### src/rtl/cl_line_framer.sv
// cl_line_framer
// Pulls pixels from a first-word-fall-through FIFO and frames them as
// CameraLink-style FVAL/LVAL/DVAL strobes plus pixel data. A frame is
// V_ACTIVE lines of H_ACTIVE pixels, each line preceded by H_BLANK clocks of
// FVAL-only time and the frame followed by V_BLANK clocks of FVAL low.
// Starved LINE cycles stretch the line rather than shortening it, and are
// counted in a saturating underrun counter.
module cl_line_framer #(
  parameter int DATA_WIDTH = 8,
  parameter int H_ACTIVE   = 640,
  parameter int H_BLANK    = 32,
  parameter int V_ACTIVE   = 480,
  parameter int V_BLANK    = 64
) (
  input  logic                  rd_clk,
  input  logic                  rd_rst,
  input  logic                  en,
  input  logic                  fifo_empty,
  input  logic [DATA_WIDTH-1:0] fifo_data,
  output logic                  fifo_rd_en,
  output logic                  cl_fval,
  output logic                  cl_lval,
  output logic                  cl_dval,
  output logic [DATA_WIDTH-1:0] cl_data,
  output logic                  frame_done,
  output logic [15:0]           underrun_cnt
);

  // The blanking counter is shared by SETUP/HBLANK and VBLANK, so it must
  // hold the larger of the two blanking lengths.
  localparam int BLANK_MAX = (H_BLANK > V_BLANK) ? H_BLANK : V_BLANK;
  localparam int HW        = $clog2(BLANK_MAX + 1);
  localparam int PW        = $clog2(H_ACTIVE + 1);
  localparam int LW        = $clog2(V_ACTIVE + 1);

  // Terminal counts, pre-sized so every compare is width-matched.
  localparam logic [HW-1:0] H_LAST = HW'(H_BLANK - 1);
  localparam logic [HW-1:0] V_LAST = HW'(V_BLANK - 1);
  localparam logic [PW-1:0] P_LAST = PW'(H_ACTIVE - 1);
  localparam logic [LW-1:0] L_LAST = LW'(V_ACTIVE - 1);
  localparam logic [15:0]   U_MAX  = 16'hFFFF;

  typedef enum logic [2:0] {
    IDLE   = 3'd0,
    SETUP  = 3'd1,
    LINE   = 3'd2,
    HBLANK = 3'd3,
    VBLANK = 3'd4
  } state_t;

  state_t          state_reg;
  logic [HW-1:0]   hcnt_reg;
  logic [PW-1:0]   pcnt_reg;
  logic [LW-1:0]   lcnt_reg;

  logic            in_line;
  logic            in_fval;
  logic            starved;
  logic            last_pixel;
  logic            last_line;

  // Current-cycle decode shared by the pop strobe and the registered outputs.
  assign in_line    = (state_reg == LINE);
  assign in_fval    = (state_reg == SETUP) || (state_reg == LINE) ||
                      (state_reg == HBLANK);
  assign starved    = in_line && fifo_empty;
  assign last_pixel = (pcnt_reg == P_LAST);
  assign last_line  = (lcnt_reg == L_LAST);

  // Pop only in LINE with a word available; the reset term guarantees no pop
  // happens on the edge that resets the framer, whatever state it was in.
  assign fifo_rd_en = in_line && !fifo_empty && !rd_rst;

  // Frame sequencer: state, counters and the registered strobes.
  always_ff @(posedge rd_clk) begin
    if (rd_rst) begin
      state_reg    <= IDLE;
      hcnt_reg     <= '0;
      pcnt_reg     <= '0;
      lcnt_reg     <= '0;
      cl_fval      <= 1'b0;
      cl_lval      <= 1'b0;
      cl_dval      <= 1'b0;
      frame_done   <= 1'b0;
      underrun_cnt <= '0;
    end else begin
      // Strobes follow the state with one cycle of lag, matching cl_data.
      cl_fval    <= in_fval;
      cl_lval    <= in_line;
      cl_dval    <= in_line && fifo_rd_en;
      frame_done <= 1'b0;

      // Starvation is tallied for diagnostics and never wraps.
      if (starved && (underrun_cnt != U_MAX)) begin
        underrun_cnt <= underrun_cnt + 16'd1;
      end

      case (state_reg)
        IDLE: begin
          // en is only honoured here, so dropping it mid-frame is harmless.
          if (en && !fifo_empty) begin
            state_reg <= SETUP;
            hcnt_reg  <= '0;
            lcnt_reg  <= '0;
          end
        end

        SETUP, HBLANK: begin
          if (hcnt_reg == H_LAST) begin
            hcnt_reg  <= '0;
            state_reg <= LINE;
          end else begin
            hcnt_reg <= hcnt_reg + HW'(1);
          end
        end

        LINE: begin
          // The line only ends on its final pop; empty cycles just wait.
          if (fifo_rd_en) begin
            if (last_pixel) begin
              pcnt_reg <= '0;
              hcnt_reg <= '0;
              if (last_line) begin
                state_reg <= VBLANK;
              end else begin
                lcnt_reg  <= lcnt_reg + LW'(1);
                state_reg <= HBLANK;
              end
            end else begin
              pcnt_reg <= pcnt_reg + PW'(1);
            end
          end
        end

        VBLANK: begin
          if (hcnt_reg == V_LAST) begin
            hcnt_reg   <= '0;
            state_reg  <= IDLE;
            frame_done <= 1'b1;
          end else begin
            hcnt_reg <= hcnt_reg + HW'(1);
          end
        end

        default: begin
          state_reg <= IDLE;
          hcnt_reg  <= '0;
          pcnt_reg  <= '0;
          lcnt_reg  <= '0;
        end
      endcase
    end
  end

  // Pixel data register: captures the FIFO head on each pop, holds otherwise.
  generate
    for (genvar gi = 0; gi < DATA_WIDTH; gi++) begin : g_data_bit
      // One capture flop per pixel bit, loaded on every pop.
      always_ff @(posedge rd_clk) begin
        if (rd_rst) begin
          cl_data[gi] <= 1'b0;
        end else if (fifo_rd_en) begin
          cl_data[gi] <= fifo_data[gi];
        end
      end
    end
  endgenerate

endmodule
### config.mk
export PLATFORM = sky130hd
export DESIGN_NAME = cl_line_framer
export DESIGN_NICKNAME = d
export VERILOG_FILES = /design/src/rtl/cl_line_framer.sv
export SDC_FILE = /design/constraint.sdc
export NUM_CORES = 1
export LEC_CHECK = 0
export BUFFER_PORTS_ARGS = -buffer_cell sky130_fd_sc_hd__buf_2
export CORE_ASPECT_RATIO = 0.75
export CORE_MARGIN = 8
export CORE_UTILIZATION = 55
export CTS_CLUSTER_DIAMETER = 50
export DETAILED_ROUTE_END_ITERATION = 10
export GPL_TIMING_DRIVEN = 0
export PLACE_DENSITY = 0.77
export SETUP_SLACK_MARGIN = 0.05
export SKIP_CTS_REPAIR_TIMING = 1
export SYNTH_ARGS = -nofsm -noshare
export SYNTH_HDL_FRONTEND = slang
export SYNTH_SLANG_ARGS = --single-unit
### constraint.sdc
create_clock -name rd_clk -period 2.7 [get_ports rd_clk]
set_input_delay 0.135 -clock rd_clk [delete_from_list [all_inputs] [get_ports rd_clk]]
set_output_delay 0.135 -clock rd_clk [all_outputs]
set_load 0.02 [all_outputs]
== After elaboration in Yosys (flattened, before gate mapping) ==
Index checks and enable logic that the tools add are counted.
Word-level totals
  flip-flop bits (word level): 57
  output and inout port bits: 29
Cells by class
  add/sub/neg operators: 4
  eq/ne operators: 15
  mux-type cells: 22
  bitwise operators: 3
  reductions and logical operators: 19
Operators with widths (count)
  $mux 9: 4
  $mux 7: 5
  $pmux 7 s4: 1
  $pmux 9 s3: 1
  $mux 10: 2
  $pmux 10 s2: 1
  $mux 3: 6
  $add 16x1->16 const B: 1
  $ne 16x16->1 const B: 1
  $pmux 3 s4: 1
  $add 10x1->10 const B: 1
  $eq 10x10->1 const B: 1
  $ne 2x2->1 const B: 5
  $reduce_and 5->1: 2
  $add 9x1->9 const B: 1
  $eq 9x9->1 const B: 1
  $add 7x1->7 const B: 1
  $eq 7x5->1 const B: 1
  $eq 7x6->1 const B: 1
  $eq 3x2->1 const B: 2
  $logic_and 1x1->1: 6
  $reduce_or 2->1: 2
  $reduce_or 4->1: 1
  $eq 3x1->1 const B: 1
  other kinds (10): 14

== Depth between registers and ports, before layout ==
  word-level depth: 5
  mapped depth: 7

== Worst setup path before layout ==
No wires, ideal clock.
  kind: reg2reg
  from: reg underrun_cnt[0]
  to: reg underrun_cnt[0]
  library setup time: 0.128 ns
  data arrival time: 1.801 ns
  required time: 2.572 ns
  setup slack: 0.772 ns
  stages on the path, launching flop included: 8
  cell sequence: dfxtp_1 -> ha_1 -> nand4_1 -> nor4_2 -> buf_4 -> nor2_1 -> xnor2_1 -> nor2_1
On the way
  cells in the longest elaborated chain, start to end: 2
RTL lines
  start: declaration: RTL line 26  | output logic [15:0] underrun_cnt
  start signal: assignment: RTL line 95  | underrun_cnt <= underrun_cnt + 16'd1;
  parallel branches: the longest is 2 deep, another holds $add 16x1->16
Several ways; the timed one is not identified.
A chain may end at the register's enable or synchronous reset.

== Worst setup path after layout ==
  from: reg state_reg[1]
  to: out fifo_rd_en
On the way
  cells in the longest elaborated chain, start to end: 3
RTL lines
  start: declaration: RTL line 51  | state_t state_reg;
  start signal: assignment: RTL line 77  | state_reg <= IDLE;
  start signal: assignment: RTL line 102  | state_reg <= SETUP;
  start signal: assignment: RTL line 111  | state_reg <= LINE;
  $eq 3x2->1: RTL line 63  | assign in_line = (state_reg == LINE);
  $logic_and 1x1->1 (2 in a row): RTL line 72  | assign fifo_rd_en = in_line && !fifo_empty && !rd_rst;
  end: declaration: RTL line 20  | output logic fifo_rd_en,
No other way between the ends.

==> results.py <==
metrics = {
    "run_status": {
        "status": "completed",
    },
    "cts": {
        "clock_path_buffers": 2,
        "clock-sinks": 57,
        "cts_root_buf": "clkbuf_8",
        "cts_inserted_buffers": 9,
        "tritoncts": "done",
        "clock_latency_ns": 0.34,
        "path_clk_slew_ns": 0.07,
        "htreeDepth": 3,
    },
    "layout": {
        "finalNonFillerCells": 468,
        "synthToLayoutAreaGrowth_pct": 17.94,
        "fillers": 443,
        "nets": 404,
        "largest_register_ffs": 16,
        "diodes": 0,
        "layout_commonest_cell": "dfxtp_1",
        "drive_gt1_share_pct": 22.65,
        "post-route-util_pct": 65.65,
        "mostFrequentLayoutCells": "57 x dfxtp_1, 44 x buf_2, 44 x nor2_1",
    },
    "timing": {
        "finalSetupTns_ns": 0,
        "worst_slew_pin_slew_ns": 0.7874,
        "fin_ws_ns": 0.5480,
        "final_max_slew_viol_count": 0,
        "skew_ns": 0.007273,
        "min_period_ns": 2.152,
        "hold_violations": 0,
        "setup_viol": 0,
        "fin_crit_sh_pct": 79.70,
        "fmax_mhz": 464.7,
        "rsz0062_at_grt": "false",
        "max-slew-margin-rel_pct": 47.06,
    },
    "route": {
        "viasPerCell": 5.611,
        "drcViolationCount": 0,
        "wire_per_inst_microns": 14.18,
        "drtPass1Iterations": 4,
        "drt_iter0_drc": 212,
        "wirelength_microns": 6637,
        "vias": 2626,
        "route.antenna.remaining_nets": 0,
    },
    "yosys": {
        "synth_seq_area_share_pct": 39.14,
        "syn_nets": 353,
        "synthCells": 337,
        "async_reset_ff_share_pct": 0,
        "synth-edff-count": 0,
        "synth-seq-cells": 57,
        "synth.cell_area_sq_um": 2915,
        "netlist-cell-type-count": 62,
        "ys_warn_count": 0,
        "ys.flop_type": "dfxtp_1",
        "postSynthAreaPerCell_sq_um": 8.651,
    },
    "critical_path": {
        "worstSetupEndpointType": "output port",
        "cp_max_fo": 10,
        "rr_worst_depth": 7,
        "rrSetupSlack_ns": 0.55,
        "cp.required_ns": 2.57,
        "cp-start-kind": "register",
        "worstSetupPathType": "reg2out",
        "arrival_ns": 2.02,
    },
    "die": {
        "start_util_pct": 55.66,
        "rows": 23,
        "fp.dieW_microns": 100.1,
        "die_h_microns": 79.05,
        "io_pins": 41,
        "die_area_sq_um": 7910,
        "core_area_sq_um": 5238,
    },
    "grt": {
        "grt_pass1_wl_microns": 11580,
        "grt_max_degree": 11,
        "gr-total-overflow": 0,
        "antenna_found_initial": 0,
        "grt_pass1_vias": 2408,
        "grt_usage_pct": 17.91,
    },
    "pwr": {
        "p_leak_nw": 1.365,
        "ir_drop_mv": 0.3522,
        "total_power_mw": 1.922,
        "pwr_density_cell_nw_per_um2": 559.0,
    },
    "placed_design": {
        "gp_congestion": 0.8110,
        "hpwlAfterDp_microns": 4803,
        "dp_cells": 452,
        "port_buffers": 40,
        "place_ws_ns": 0.5831,
    },
    "worst_hold_path": {
        "worstHoldPathCells": 3,
        "hold_path.class": "in2reg",
    },
    "job": {
        "cap_violations": 0,
    },
}
## cell type report
| type | instances | area (sq um) | share of cell area, % |
|---|---|---|---|
| clock buffers | 11 | 151.4 | 4.403 |
| well taps | 75 | 93.84 | 2.729 |
| flip-flops and latches | 57 | 1141 | 33.19 |
| inverters | 6 | 22.52 | 0.6550 |
| plain buffers | 15 | 80.08 | 2.329 |
| multi-input cells | 259 | 1672 | 48.62 |
| repair buffers | 40 | 200.2 | 5.822 |
| clock inverters | 5 | 77.57 | 2.256 |
## Yosys cell counts, drive strengths merged, types with 3 or more instances
library cell  count  area (sq um)
xnor2            16         140.1
a31oi             3         18.77
a21oi            22         113.9
buf               8         53.80
ha                4         50.05
nand2b            6         37.54
nand3            17         85.08
clkbuf            7         26.28
nand4            11         105.1
a221o             3         30.03
nand4bb           3         33.78
nor2b             3         18.77
a211oi            3         27.52
o21a              4         30.03
xor2              4         35.03
dfxtp            57          1141
and3             12         75.07
o21ai             9         56.31
inv               6         22.52
nand2            40         150.1
nor2             44         165.2
nor3             15         95.09
nor3b             4         46.29
nor4              7         62.56
## worst paths after layout
kind                                startpoint                      endpoint
setup / recovery     state_reg[1]$_SDFFE_PP0P_                    fifo_rd_en
hold / removal                    fifo_data[3]       cl_data[3]$_SDFFE_PP0P_
hold reg to reg        cl_data[4]$_SDFFE_PP0P_       cl_data[4]$_SDFFE_PP0P_
setup reg to reg  underrun_cnt[0]$_SDFFE_PP0P_  underrun_cnt[0]$_SDFFE_PP0P_
## worst max-delay path, stage by stage, from the launching register on
cell and delay (ns):
dfxtp_1 0.42, nor3b_4 0.43, nand2_1 0.18, clkbuf_1 0.27, inv_2 0.18, buf_2 0.19
## per-layer routing
layer | GRT usage, % | part of all wire, % | vias to the layer above | wire length (microns)
met2 | 27.24 | 43 | 65 | 2853
met3 | 5.240 | 5.9 | 10 | 391
met5 | 0 | 0 | - | 0
met1 | 23.87 | 50 | 1236 | 3315
met4 | 5.564 | 1.2 | 0 | 77
li1 | - | - | 1315 | -
## where the power goes
part	total [mW]	switching (mW)	internal, mW
clock network	0.904	0.338	0.566
logic	0.154	0.0981	0.0558
registers	0.864	0.0128	0.852
total	1.92	0.448	1.47
## per-stage QoR
| stage | hold slack [ns] | area, sq um |
|---|---|---|
| floorplan | 0.2710 | 2915 |
| global placement | 0.3838 | 3209 |
| detailed placement | 0.3848 | 3209 |
| CTS | 0.02167 | 3438 |
| global route | 0.03214 | 3438 |
| finish | 0.03692 | 3438 |
## cells by family after synthesis
logic type      Yosys count  share of synthesized area, %
compound gates           58                         14.29
xor+xnor                 20                         6.008
fa+ha+maj                 4                         1.717
buf+inv                  21                         3.519
flops                    57                         39.14
mux                       3                         1.073
simple gates            174                         34.25
No activity file was read; power rests on OpenSTA's default activity.
